[config.mk]
export PLATFORM = sky130hd
export DESIGN_NAME = button_conditioner
export DESIGN_NICKNAME = d
export VERILOG_FILES = /design/src/rtl/button_pkg.sv /design/src/rtl/button_channel.sv /design/src/rtl/button_conditioner.sv
export SDC_FILE = /design/constraint.sdc
export NUM_CORES = 1
export LEC_CHECK = 0
export ABC_AREA = 1
export BUFFER_PORTS_ARGS = -buffer_cell sky130_fd_sc_hd__clkbuf_2
export CAP_MARGIN = 20
export CORE_MARGIN = 2
export CORE_UTILIZATION = 60
export CTS_BUF_LIST = sky130_fd_sc_hd__clkbuf_4 sky130_fd_sc_hd__clkbuf_8 sky130_fd_sc_hd__clkbuf_16
export DETAILED_ROUTE_END_ITERATION = 10
export PLACE_DENSITY = 0.78
export REMOVE_ABC_BUFFERS = 1
export SYNTH_ARGS = -nofsm -noshare
export SYNTH_HDL_FRONTEND = slang
export SYNTH_HIERARCHICAL = 1
export SYNTH_SLANG_ARGS = --single-unit
[constraint.sdc]
create_clock -name clk -period 3.52 [get_ports clk]
set_clock_uncertainty 0.05 [all_clocks]
set_input_delay 0.352 -clock clk [delete_from_list [all_inputs] [get_ports clk]]
set_output_delay 0.352 -clock clk [all_outputs]
set_load 0.03 [all_outputs]
[src/rtl/button_pkg.sv]
// Shared types and helpers for the multi-channel button conditioner.
// Hold-FSM state encoding and a counter-width helper used by every channel.
package button_pkg;

   typedef enum logic [1:0] {
      ST_IDLE    = 2'd0,
      ST_PRESSED = 2'd1,
      ST_HELD    = 2'd2
   } hold_state_e;

   // Bits needed to hold values 0..value-1, never less than one bit.
   function automatic int unsigned cnt_width(input int unsigned value);
      int unsigned w;
      w = $clog2(value);
      if (w < 1) begin
         w = 1;
      end
      return w;
   endfunction

endpackage

[src/rtl/button_channel.sv]
// One button channel: synchroniser, consecutive-sample integrator,
// registered edge pulses and a press/long-press/auto-repeat hold FSM.
module button_channel
   import button_pkg::*;
#(
   parameter int unsigned N           = 20,
   parameter int unsigned SYNC_STAGES = 2,
   parameter int unsigned LONG        = 1000,
   parameter int unsigned REPEAT      = 0
) (
   input  logic clk,
   input  logic sys_rst_n,
   input  logic din_i,
   output logic level_o,
   output logic rise_o,
   output logic fall_o,
   output logic long_o,
   output logic repeat_o
);

   localparam int unsigned CW = cnt_width(N + 1);
   localparam int unsigned HW = cnt_width(LONG + 1);
   localparam int unsigned RW = cnt_width(REPEAT + 1);

   localparam logic [CW-1:0] CNT_LAST  = CW'(N - 1);
   localparam logic [HW-1:0] HOLD_LAST = HW'(LONG - 1);
   localparam logic [RW-1:0] REP_LAST  = RW'((REPEAT > 0) ? (REPEAT - 1) : 0);

   logic [SYNC_STAGES-1:0] sync_q;
   logic                   s;

   logic [CW-1:0] cnt_q, cnt_d;
   logic          level_q, level_d;
   logic          rise_q, rise_d;
   logic          fall_q, fall_d;

   hold_state_e   state_q, state_d;
   logic [HW-1:0] hold_q, hold_d;
   logic [RW-1:0] rep_q, rep_d;
   logic          long_q, long_d;
   logic          rpt_q, rpt_d;

   assign s = sync_q[SYNC_STAGES-1];

   always_ff @(posedge clk or negedge sys_rst_n) begin
      if (!sys_rst_n) begin
         sync_q  <= '0;
         cnt_q   <= '0;
         level_q <= 1'b0;
         rise_q  <= 1'b0;
         fall_q  <= 1'b0;
         state_q <= ST_IDLE;
         hold_q  <= '0;
         rep_q   <= '0;
         long_q  <= 1'b0;
         rpt_q   <= 1'b0;
      end else begin
         sync_q  <= {sync_q[SYNC_STAGES-2:0], din_i};
         cnt_q   <= cnt_d;
         level_q <= level_d;
         rise_q  <= rise_d;
         fall_q  <= fall_d;
         state_q <= state_d;
         hold_q  <= hold_d;
         rep_q   <= rep_d;
         long_q  <= long_d;
         rpt_q   <= rpt_d;
      end
   end

   // Any sample agreeing with the current level restarts the count.
   always_comb begin
      cnt_d   = cnt_q;
      level_d = level_q;
      rise_d  = 1'b0;
      fall_d  = 1'b0;
      if (s == level_q) begin
         cnt_d = '0;
      end else if (cnt_q == CNT_LAST) begin
         cnt_d   = '0;
         level_d = ~level_q;
         rise_d  = ~level_q;
         fall_d  = level_q;
      end else begin
         cnt_d = cnt_q + 1'b1;
      end
   end

   // The hold FSM keys off the same-cycle level toggle so its pulses line up
   // with rise/fall; a release overrides any long/repeat pulse due that cycle.
   always_comb begin
      state_d = state_q;
      hold_d  = hold_q;
      rep_d   = rep_q;
      long_d  = 1'b0;
      rpt_d   = 1'b0;
      case (state_q)
         ST_IDLE: begin
            hold_d = '0;
            rep_d  = '0;
            if (rise_d) begin
               state_d = ST_PRESSED;
            end
         end
         ST_PRESSED: begin
            if (hold_q == HOLD_LAST) begin
               long_d  = 1'b1;
               state_d = ST_HELD;
               rep_d   = '0;
            end else begin
               hold_d = hold_q + 1'b1;
            end
         end
         ST_HELD: begin
            if (REPEAT > 0) begin
               if (rep_q == REP_LAST) begin
                  rpt_d = 1'b1;
                  rep_d = '0;
               end else begin
                  rep_d = rep_q + 1'b1;
               end
            end
         end
         default: begin
            state_d = ST_IDLE;
            hold_d  = '0;
            rep_d   = '0;
         end
      endcase
      if (fall_d) begin
         state_d = ST_IDLE;
         hold_d  = '0;
         rep_d   = '0;
         long_d  = 1'b0;
         rpt_d   = 1'b0;
      end
   end

   assign level_o  = level_q;
   assign rise_o   = rise_q;
   assign fall_o   = fall_q;
   assign long_o   = long_q;
   assign repeat_o = rpt_q;

endmodule

[src/rtl/button_conditioner.sv]
// Multi-channel button conditioner: polarity correction ahead of the
// synchronisers, then one independent button_channel per input bit.
module button_conditioner
   import button_pkg::*;
#(
   parameter int unsigned WIDTH       = 4,
   parameter int unsigned N           = 20,
   parameter int unsigned SYNC_STAGES = 2,
   parameter int unsigned LONG        = 1000,
   parameter int unsigned REPEAT      = 0,
   parameter int unsigned ACTIVE_LOW  = 0
) (
   input  logic             clk,
   input  logic             sys_rst_n,
   input  logic [WIDTH-1:0] raw,
   output logic [WIDTH-1:0] level,
   output logic [WIDTH-1:0] rise,
   output logic [WIDTH-1:0] fall,
   output logic [WIDTH-1:0] long_press,
   output logic [WIDTH-1:0] repeat_pulse
);

   logic [WIDTH-1:0] raw_pol;

   always_comb begin
      raw_pol = raw;
      if (ACTIVE_LOW != 0) begin
         raw_pol = ~raw;
      end
   end

   for (genvar g = 0; g < WIDTH; g++) begin : g_ch
      button_channel #(
         .N           (N),
         .SYNC_STAGES (SYNC_STAGES),
         .LONG        (LONG),
         .REPEAT      (REPEAT)
      ) u_ch (
         .clk       (clk),
         .sys_rst_n (sys_rst_n),
         .din_i     (raw_pol[g]),
         .level_o   (level[g]),
         .rise_o    (rise[g]),
         .fall_o    (fall[g]),
         .long_o    (long_press[g]),
         .repeat_o  (repeat_pulse[g])
      );
   end

endmodule
==> out/results.tsv, run 1 <==
stage	metric	value	unit
finish	Synth-to-Final Area Change	7.72	%
worst_setup_path	Critical R2R Capture	g_ch[0].u_ch/hold_q[9]	
grt	first-pass GRT wire length	16700	um
logic_synthesis	Post-Syn Area	4930	um^2
pwr	Power per Cell Area	350	nW/um^2
sta	RSZ-0062 raised after global routing	false	
worst_hold_path	Hold EP	g_ch[1].u_ch/sync_q[0]	
route	TritonRoute pass-1 iters	4	
floorplan	FP Rows	33	
placement	Final Wtd Congestion	0.909	
run	MaxCap Viol Count	0	
logic_synthesis	number of distinct library cells after synthesis	29	
pwr	Tot Pwr	1860	uW
clock_network	PostCTS Resize Cnt	0	
clock_network	CTS tree	yes	
worst_setup_path	crit path capture type	register	
clock_network	CTS Buf Count	9	
pwr	Leak	0.00271	uW
worst_setup_path	critical path class	reg2reg	
floorplan	core region area	8090	um^2
sta	setup TNS	0	ns
sta	Final period util	48.0	%
floorplan	Starting Density	60.9	%
logic_synthesis	top cell type's share of synthesized area	46.7	%
logic_synthesis	Seq/Total Area, Yosys	46.7	%
placement	hpwl dp	6420	um
pwr	Max VDD drop	0.221	mV
logic_synthesis	Top FF cell, synth	dfrtp_1	
logic_synthesis	most frequent cell after synthesis	nand2_1	
grt	antenna violations before repair	0	
logic_synthesis	Post-Synthesis Cells	633	
worst_setup_path	crit start category	register	
logic_synthesis	yosys warns	6	
clock_network	H-tree depth	3	
clock_network	CTS Sinks	92	
clock_network	CTS clk-pin slew, worst paths	0.09	ns
sta	Tmin final	1.69	ns
outcome	run status	finished, final reports clean	
worst_hold_path	hold crit path type	in2reg	
logic_synthesis	cell taking the most area after synthesis	dfrtp_1	
sta	Slew headroom	40.7	%
finish	Final nets	673	
grt	GR Overflow Total	0	
route	WL final	9060	um
floorplan	die width	94.6	um
floorplan	Die Height	94.6	um
route	Routed WL per cell	11.8	um
sta	worst-margin pin slew	0.889	ns
sta	fmax	592	MHz
logic_synthesis	Synth top cells by count	194 x nand2_1, 92 x dfrtp_1, 91 x nor2_1	
route	DRC errors left	0	
placement	Port Buf Inserts	21	
clock_network	Post-CTS Setup Bufs	0	
logic_synthesis	number of synthesized flops with an enable pin	0	
logic_synthesis	Synth Area per Inst	7.79	um^2
route	Starting DRT DRC Count	141	
grt	gr usage total	23.1	%
worst_hold_path	WHS Path Cells	1	
clock_network	hold_buf cts	0	
route	via count	3902	
sta	max-slew violation count	0	
logic_synthesis	FFs w/ async S/R, synth	100	%
logic_synthesis	#FFs+latches synth	92	
worst_setup_path	CP arrival	1.94	ns
route	Avg Vias per Cell	5.07	
clock_network	Root Buffer	clkbuf_8	
worst_setup_path	R2R Path Start	g_ch[0].u_ch/cnt_q[0]	
floorplan	die area	8950	um^2
worst_setup_path	CP Max Fanout	11	
sta	Final Hold Vio Count	0	
clock_network	Clk Latency, worst-skew pair	0.36	ns
worst_setup_path	Reg2Reg Depth	8	
floorplan	I/O pins	26	
logic_synthesis	Synth area leaders	dfrtp_1 47%, nand2_1 15%, nor2_1 6.9%	
route	remaining antenna violation count after routing	0	
grt	vias in the first global route	3825	
sta	setup violators final	0	
worst_setup_path	Reg2Reg Setup Slack	1.83	ns
finish	diode count	0	
worst_hold_path	hold_sp	raw[1]	
worst_setup_path	WP data required	3.77	ns
finish	layout cells sized above 1	13.7	%
clock_network	CTS Buffer Depth	2	
grt	largest net degree at the start of global routing	74	
-- power breakdown --
| group | switching (uW) | total, uW | internal (uW) |
|---|---|---|---|
| combinational | 42.5 | 60.2 | 17.7 |
| sequential | 13.3 | 1080 | 1070 |
| clock | 368 | 714 | 346 |
-- critical path, stage by stage, from the launching register on --
cell	delay [ns]
dfrtp_1	0.41
ha_1	0.25
nand2_1	0.07
inv_1	0.05
nand3_2	0.14
nand2_4	0.08
o21ai_2	0.39
nand2_1	0.10
nand2_1	0.08
-- cells in the final DEF, fill, tap and decap left out, types with 5 or more instances in the layout --
cell type / synthesis / final
inv_2: 12 / 12
dfrtp_1: 92 / 92
o21a_1: 6 / 6
inv_1: 63 / 63
clkbuf_8: 0 / 10
nor3_1: 5 / 5
xor2_1: 5 / 5
nor2_4: 14 / 14
nor2_1: 91 / 91
nand2_2: 9 / 9
xnor2_1: 7 / 7
nand4_1: 9 / 9
nand3_1: 60 / 60
o21bai_1: 6 / 6
ha_1: 8 / 8
nand2_1: 194 / 194
clkbuf_2: 0 / 20
o21ai_0: 15 / 15
-- final cells by class --
type,count,area [um^2]
flip-flops and latches,92,2300
fillers,679,2780
multi-input cells,455,2260
clock inverters,6,63.8
well taps,105,131
repair buffers,23,123
inverters,78,293
clock buffers,10,138
-- metal layers --
metal | vias up | track usage, % | routed length (um)
li1 | 2015 | - | -
met1 | 1818 | 29.9 | 4110
met2 | 61 | 38.9 | 4540
met3 | 8 | 5.27 | 322
met4 | 0 | 6.64 | 85
met5 | - | 0 | 0
-- state kept, by name (all words and copies together) (netlist names) --
register           flops
g_ch.u_ch/cnt_q       20
g_ch.u_ch/rise_o       4
g_ch.u_ch/fall_o       4
g_ch.u_ch/long_o       4
g_ch.u_ch/level_o      4
g_ch.u_ch/sync_q       8
g_ch.u_ch/state_q      8
g_ch.u_ch/hold_q      40
-- cell families after synthesis --
family,after synthesis,synth area share (%)
flops,92,46.7
simple gates,400,37.5
fa+ha+maj,8,2.03
xor+xnor,12,2.13
compound gates,31,3.83
other cells,4,0.305
buf+inv,86,7.46
-- worst max path at each step --
stage,slack [ns],endpoint,depth (start not counted),from
finish,1.83,g_ch[0].u_ch/hold_q[9],8,g_ch[0].u_ch/cnt_q[0]
global route,1.61,g_ch[0].u_ch/hold_q[8],7,g_ch[0].u_ch/hold_q[0]
CTS,1.82,g_ch[0].u_ch/hold_q[9],8,g_ch[0].u_ch/cnt_q[0]
detailed placement,1.84,g_ch[0].u_ch/hold_q[9],8,g_ch[0].u_ch/cnt_q[0]
global placement,1.92,g_ch[0].u_ch/hold_q[7],8,g_ch[0].u_ch/cnt_q[0]
floorplan,2.08,g_ch[0].u_ch/hold_q[3],8,g_ch[0].u_ch/cnt_q[0]
-- through the flow --
stage / hold slack (ns) / util (%) / setup slack (ns) / instances / cell area, um^2
6_report: 0.0433 / 65.6 / 1.83 / 769 / 5310
5_1_grt: 0.0211 / 65.6 / 1.61 / 769 / 5310
3_3_place_gp: 0.284 / 63.1 / 1.92 / 753 / 5110
2_1_floorplan: 0.00641 / - / 2.08 / 625 / 4850
3_5_place_dp: 0.286 / 63.1 / 1.84 / 753 / 5110
4_1_cts: 0.0286 / 65.6 / 1.82 / 769 / 5310
No activity file was read; power rests on OpenSTA's default activity.
==> run 2, diff against run 1 <==
- ABC_AREA: 1 -> 0
- CORE_UTILIZATION: 60 -> 55
- PLACE_DENSITY: 0.78 -> 0.76
- clock period: 3.52 -> 1.4 ns (I/O delays scaled with it)
==> out/results.tsv, run 2 <==
stage	metric	value	unit	change
logic_synthesis	FFs w/ async S/R, synth	100	%	unchanged
finish	final core utilization	81.2	%	was 65.6%
placement	Port Buf Inserts	21		unchanged
grt	largest net degree at the start of global routing	37		was 74
worst_setup_path	critical-path cell list	ha_2 -> nand2_1 -> or4_4 -> or2_0 -> a31oi_1		was ha_1 -> nand2_1 -> inv_1 -> nand3_2 -> nand2_4 -> o21ai_2 -> nand2_1 -> nand2_1
route	Avg Vias per Cell	5.79		was 5.07
sta	setup TNS	-5.46	ns	was 0 ns
floorplan	Die Height	94.3	um	was 94.6 um
finish	Synth-to-Final Area Change	41.4	%	was 7.72%
worst_setup_path	R2R Path Start	g_ch[3].u_ch/hold_q[1]		was g_ch[0].u_ch/cnt_q[0]
worst_hold_path	hold crit path type	in2async		was in2reg
finish	layout cells sized above 1	41.6	%	was 13.7%
clock_network	CTS Buf Count	9		unchanged
logic_synthesis	Seq/Total Area, Yosys	51.4	%	was 46.7%
clock_network	CTS Sinks	92		unchanged
logic_synthesis	Synth top cells by count	92 x dfrtp_1, 43 x nor2_1, 42 x nand2_1		was 194 x nand2_1, 92 x dfrtp_1, 91 x nor2_1
clock_network	Clk Latency, worst-skew pair	0.36	ns	about the same
route	TritonRoute pass-1 iters	5		was 4
logic_synthesis	#FFs+latches synth	92		unchanged
sta	max-slew violation count	0		unchanged
logic_synthesis	Post-Synthesis Cells	438		was 633
placement	hpwl dp	6490	um	was 6420 um
finish	commonest non-fill, non-tap cells in the layout	102 x buf_4, 90 x dfrtp_1, 38 x nand2_1		was 194 x nand2_1, 92 x dfrtp_1, 91 x nor2_1
floorplan	FP Rows	32		was 33
sta	Tmin final	1.69	ns	about the same
pwr	Leak	0.00284	uW	was 0.00271 uW
logic_synthesis	Synth area leaders	dfrtp_1 51%, xor2_1 3.7%, nor2_1 3.6%		was dfrtp_1 47%, nand2_1 15%, nor2_1 6.9%
floorplan	I/O pins	26		unchanged
sta	RSZ-0062 raised after global routing	true		was false
finish	max FFs per register	40		unchanged
floorplan	die width	94.3	um	was 94.6 um
worst_setup_path	Critical R2R Capture	g_ch[3].u_ch/hold_q[1]		was g_ch[0].u_ch/hold_q[9]
logic_synthesis	cell taking the most area after synthesis	dfrtp_1		unchanged
finish	Largest Register	g_ch.u_ch/hold_q		unchanged
pwr	Tot Pwr	4960	uW	was 1860 uW
worst_setup_path	CP max-delay cell	or4_4		was dfrtp_1
worst_setup_path	Reg2Reg Depth	5		was 8
logic_synthesis	yosys warns	6		unchanged
finish	diode count	0		unchanged
worst_setup_path	WP data required	1.63	ns	was 3.77 ns
route	via count	3951		was 3902
pwr	Power per Cell Area	783	nW/um^2	was 350 nW/um^2
grt	vias in the first global route	3958		was 3825
pwr	Max VDD drop	0.599	mV	was 0.221 mV
outcome	run status	finished with violations		was finished, final reports clean
grt	gr usage total	25.8	%	was 23.1%
grt	first-pass GRT wire length	18100	um	was 16700 um
run	MaxCap Viol Count	0		unchanged
grt	antenna violations before repair	0		unchanged
worst_setup_path	Top Family by Delay on Critical Path	simple AND/OR/NAND/NOR gates		unchanged
clock_network	Root Buffer	clkbuf_8		unchanged
outcome	failing checks	negative setup slack		
grt	GR Overflow Total	0		unchanged
worst_setup_path	crit path capture type	register		unchanged
floorplan	Starting Density	57.4	%	was 60.9%
floorplan	die area	8890	um^2	was 8950 um^2
finish	Largest regs	g_ch.u_ch/hold_q (40), g_ch.u_ch/cnt_q (20)		unchanged
route	remaining antenna violation count after routing	0		unchanged
logic_synthesis	top cell type's share of synthesized area	51.4	%	was 46.7%
clock_network	H-tree depth	3		unchanged
route	WL final	11800	um	was 9060 um
logic_synthesis	number of distinct library cells after synthesis	48		was 29
finish	Final nets	589		was 673
sta	hold slack	0.163	ns	was 0.0433 ns
floorplan	core region area	7810	um^2	was 8090 um^2
logic_synthesis	most frequent cell after synthesis	dfrtp_1		was nand2_1
worst_setup_path	crit-path max cell delay	0.53	ns	was 0.41 ns
sta	Final period util	121	%	was 48.0%
sta	fmax	593	MHz	was 592 MHz
worst_setup_path	critical path class	reg2reg		unchanged
finish	commonest non-fill, non-tap cell in the layout	buf_4		was nand2_1
logic_synthesis	number of synthesized flops with an enable pin	0		unchanged
clock_network	CTS clk-pin slew, worst paths	0.09	ns	about the same
sta	Final Hold Vio Count	0		unchanged
clock_network	CTS Buffer Depth	2		unchanged
worst_setup_path	Reg2Reg Setup Slack	-0.29	ns	was 1.83 ns
logic_synthesis	Post-Syn Area	4480	um^2	was 4930 um^2
worst_setup_path	CP Max Fanout	6		was 11
logic_synthesis	Top FF cell, synth	dfrtp_1		unchanged
worst_setup_path	CP arrival	1.92	ns	was 1.94 ns
route	DRC errors left	0		unchanged
clock_network	CTS tree	yes		unchanged
placement	Final Wtd Congestion	0.866		was 0.909
worst_setup_path	crit start category	register		unchanged
logic_synthesis	Synth Area per Inst	10.2	um^2	was 7.79 um^2
route	Routed WL per cell	17.3	um	was 11.8 um
sta	worst setup margin	-0.287	ns	was 1.83 ns
sta	setup violators final	51		was 0
route	Starting DRT DRC Count	255		was 141
worst_setup_path	Buf+Inv Stages, Crit Path	0		was 1
[run 2: worst register-to-register path: stages, from the launching register on]
cell     delay [ns]
dfrtp_1        0.39
ha_2           0.20
nand2_1        0.06
or4_4          0.53
or2_0          0.23
a31oi_1        0.15
[run 2: how the worst max path moves through the flow]
stage | end | from | slack, ns | depth (start not counted)
2_1_floorplan | g_ch[1].u_ch/hold_q[0] | g_ch[1].u_ch/cnt_q[0] | -0.53 | 5
3_3_place_gp | g_ch[3].u_ch/hold_q[1] | g_ch[3].u_ch/hold_q[0] | -0.28 | 5
3_5_place_dp | g_ch[3].u_ch/hold_q[1] | g_ch[3].u_ch/hold_q[1] | -0.33 | 5
4_1_cts | g_ch[2].u_ch/hold_q[1] | g_ch[2].u_ch/hold_q[1] | -0.20 | 5
5_1_grt | g_ch[3].u_ch/hold_q[1] | g_ch[3].u_ch/hold_q[1] | -0.33 | 5
6_report | g_ch[3].u_ch/hold_q[1] | g_ch[3].u_ch/hold_q[1] | -0.29 | 5
[run 2: repair_timing]
action                                 CTS  global route
setup buffers                           22             9
pin swaps                               48            30
setup endpoints to repair               56            60
resized for setup                       69            50
hold buffers                             5             0
endpoints found under the hold margin   96             0
gates cloned                             2             0
[run 2: per-layer routing]
metal / GRT usage [%] / part of all wire (%)
met1: 30.8 / 41
met2: 46.2 / 52
met3: 3.61 / 3.8
met4: 11.4 / 3.0
met5: 0 / 0
[run 2: cell type report]
cell class	instances	area, um^2
Multi-Input combinational cell	326	2560
Sequential cell	92	2300
Fill cell	433	1470
Timing Repair Buffer	142	1100
Clock buffer	10	138
Tap cell	102	128
Clock inverter	6	87.6
Inverter	4	15.0
[run 2: cell families (layout without fill, tap and decap cells)]
family | after synthesis | in the layout | synth area share, %
AND/OR/NAND/NOR | 196 | 196 | 24.3
AO/OA/AOI/OAI | 75 | 76 | 11.0
multiplexers | 11 | 11 | 2.57
flip-flops | 92 | 92 | 51.4
other | 4 | 4 | 0.335
XOR/XNOR | 31 | 31 | 6.06
buffers and inverters | 21 | 162 | 2.20
adder cells (fa/ha/maj) | 8 | 8 | 2.23
[run 2: stage by stage]
stage          area (um^2)  instances  setup WS, ns
2_1_floorplan         4400        421        -0.531
3_3_place_gp          5360        637        -0.284
3_5_place_dp          5360        637        -0.328
4_1_cts               6070        677        -0.204
5_1_grt               6340        682        -0.326
6_report              6340        682        -0.287
[run 2: power by group]
| group | switching (uW) | total [uW] | internal [uW] |
|---|---|---|---|
| clock network | 929 | 1980 | 1050 |
| registers | 39.4 | 2730 | 2690 |
| logic | 129 | 244 | 115 |
| total | 1100 | 4960 | 3860 |
==> run 3, diff against run 2 <==
==> constraint.sdc (replaced) <==
create_clock -name clk -period 1.4 [get_ports clk]
set_clock_uncertainty 0.05 [all_clocks]
set_input_delay 0.28 -clock clk [delete_from_list [all_inputs] [get_ports clk]]
set_output_delay 0.28 -clock clk [all_outputs]
set_load 0.03 [all_outputs]
==> out/results.tsv, run 3 (synthesis gave the netlist of run 2 again) <==
stage	metric	value	unit	change
outcome	run status	finished with violations		unchanged
outcome	failing checks	negative setup slack		unchanged
worst_setup_path	CP max-delay cell	or4_4		unchanged
finish	Synth-to-Final Area Change	47.5	%	was 41.4%
clock_network	CTS clk-pin slew, worst paths	0.09	ns	about the same
sta	Tmin final	1.79	ns	was 1.69 ns
route	Routed WL per cell	19.7	um	was 17.3 um
grt	vias in the first global route	4139		was 3958
placement	Final Wtd Congestion	0.876		was 0.866
route	Avg Vias per Cell	5.88		was 5.79
worst_hold_path	WHS Path Cells	0		
sta	Final Hold Vio Count	0		unchanged
grt	first-pass GRT wire length	19200	um	was 18100 um
sta	hold slack	0.304	ns	was 0.163 ns
finish	Multi-input gate area	2680	um^2	was 2560 um^2
finish	commonest non-fill, non-tap cells in the layout	111 x buf_4, 88 x dfrtp_1, 39 x nor2_1		was 102 x buf_4, 90 x dfrtp_1, 38 x nand2_1
run	MaxCap Viol Count	0		unchanged
floorplan	FP Rows	32		unchanged
pwr	Leak	0.00291	uW	was 0.00284 uW
pwr	Power per Cell Area	801	nW/um^2	was 783 nW/um^2
route	Starting DRT DRC Count	267		was 255
worst_setup_path	crit-path max cell delay	0.56	ns	was 0.53 ns
route	remaining antenna violation count after routing	0		unchanged
worst_setup_path	critical path class	reg2reg		unchanged
worst_setup_path	crit start category	register		unchanged
finish	Largest Register	g_ch.u_ch/hold_q		unchanged
finish	max FFs per register	40		unchanged
clock_network	CTS tree	yes		unchanged
worst_setup_path	crit path capture type	register		unchanged
floorplan	Die Height	94.3	um	unchanged
worst_setup_path	CP arrival	1.97	ns	was 1.92 ns
finish	layout cells sized above 1	44.3	%	was 41.6%
sta	setup violators final	53		was 51
finish	Largest regs	g_ch.u_ch/hold_q (40), g_ch.u_ch/cnt_q (20)		unchanged
sta	worst setup margin	-0.387	ns	was -0.287 ns
worst_setup_path	Reg2Reg Depth	6		was 5
grt	GR Overflow Total	0		unchanged
grt	largest net degree at the start of global routing	41		was 37
clock_network	CTS Sinks	92		unchanged
clock_network	CTS Buffer Depth	2		unchanged
floorplan	Starting Density	57.4	%	unchanged
worst_hold_path	hold crit path type	reg2reg		was in2async
pwr	Max VDD drop	0.624	mV	was 0.599 mV
placement	dpl cell area	5400	um^2	was 5360 um^2
route	WL final	13700	um	was 11800 um
placement	Port Buf Inserts	21		unchanged
finish	Final nets	600		was 589
floorplan	die width	94.3	um	unchanged
route	TritonRoute pass-1 iters	6		was 5
grt	gr usage total	28.0	%	was 25.8%
finish	commonest non-fill, non-tap cell in the layout	buf_4		unchanged
worst_setup_path	critical-path cell list	ha_2 -> nand2_2 -> or4_4 -> buf_6 -> mux2i_1 -> nor3_1		was ha_2 -> nand2_1 -> or4_4 -> or2_0 -> a31oi_1
worst_setup_path	CP Max Fanout	4		was 6
clock_network	CTS Buf Count	9		unchanged
clock_network	H-tree depth	3		unchanged
sta	RSZ-0062 raised after global routing	true		unchanged
finish	diode count	0		unchanged
sta	fmax	560	MHz	was 593 MHz
floorplan	core region area	7810	um^2	unchanged
finish	FF+latch area	2310	um^2	was 2300 um^2
finish	fin area	6610	um^2	was 6340 um^2
clock_network	Clk Latency, worst-skew pair	0.35	ns	was 0.36 ns
route	via count	4074		was 3951
placement	worst slack, placed	-0.378	ns	was -0.328 ns
placement	hpwl dp	6730	um	was 6490 um
finish	Layout fillers	381		was 433
worst_setup_path	WP data required	1.58	ns	was 1.63 ns
sta	max-slew violation count	0		unchanged
floorplan	die area	8890	um^2	unchanged
floorplan	I/O pins	26		unchanged
route	DRC errors left	0		unchanged
sta	Final period util	128	%	was 121%
grt	antenna violations before repair	0		unchanged
clock_network	Root Buffer	clkbuf_8		unchanged
[run 3: cell types whose count changed in the layout (fill, tap and decap cells not counted), sizes merged]
cell	delta
bufinv	+1
buf	+13
clkinv	-4
clkbuf	+1
[run 3: path summary, 6_finish.rpt]
check / from / endpoint / slack, ns
worst min-delay path: g_ch[3].u_ch/sync_q[0] / g_ch[3].u_ch/sync_q[1] / 0.30
worst max register to register: g_ch[1].u_ch/hold_q[0] / g_ch[1].u_ch/state_q[0] / -0.39
worst max-delay path: g_ch[1].u_ch/hold_q[0] / g_ch[1].u_ch/state_q[0] / -0.39
max in group asynchronous: sys_rst_n / g_ch[2].u_ch/level_o / 0.44
min in group asynchronous: sys_rst_n / g_ch[0].u_ch/hold_q[7] / 0.33
worst min register to register: g_ch[3].u_ch/sync_q[0] / g_ch[3].u_ch/sync_q[1] / 0.30
[run 3: area by class of cell]
cell class | instances | share of cell area (%)
flip-flops and latches | 92 | 34.9
clock inverters | 3 | 1.36
inverters | 4 | 0.227
clock buffers | 13 | 2.71
multi-input cells | 326 | 40.6
well taps | 102 | 1.93
repair buffers | 153 | 18.3
[run 3: layer usage]
metal | GRT usage [%] | vias up | wire, um | part of all wire [%]
li1 | - | 1846 | - | -
met3 | 5.38 | 63 | 624 | 4.6
met4 | 11.2 | 0 | 608 | 4.5
met1 | 32.7 | 1989 | 5240 | 38
met2 | 50.4 | 176 | 7190 | 53
met5 | 0 | - | 0 | 0
[run 3: repair_timing]
action / in CTS / in global routing
pin swaps: 43 / 47
hold buffers: 5 / 0
setup buffers: 22 / 18
hold endpoints to repair: 25 / 0
gates resized for setup: 76 / 67
endpoints found under the setup margin: 54 / 62
gates cloned: 1 / 0
[run 3: per-stage QoR]
| step | cells | utilization, % | setup TNS, ns | power, uW |
|---|---|---|---|---|
| 3_5_place_dp | 639 | 69.1 | -7.35 | 2970 |
| 5_1_grt | 693 | 84.7 | -10.57 | 5490 |
| 2_1_floorplan | 421 | - | -20.30 | 2850 |
| 4_1_cts | 679 | 79.2 | -4.77 | 5290 |
| 3_3_place_gp | 639 | 69.1 | -5.07 | 2960 |
| 6_report | 693 | 84.7 | -7.72 | 5290 |
[run 3: worst max-delay path: cells and delay by family (launching register included)]
family | cells | cell delay [ns]
DFF | 1 | 0.38
buffers and inverters | 1 | 0.15
and+or+nand+nor | 3 | 0.69
adders and majority gates | 1 | 0.20
muxes | 1 | 0.22
[run 3: where the power goes]
group / switching, uW / internal, uW
registers: 40.6 / 2690
clock network: 919 / 1380
logic: 135 / 121
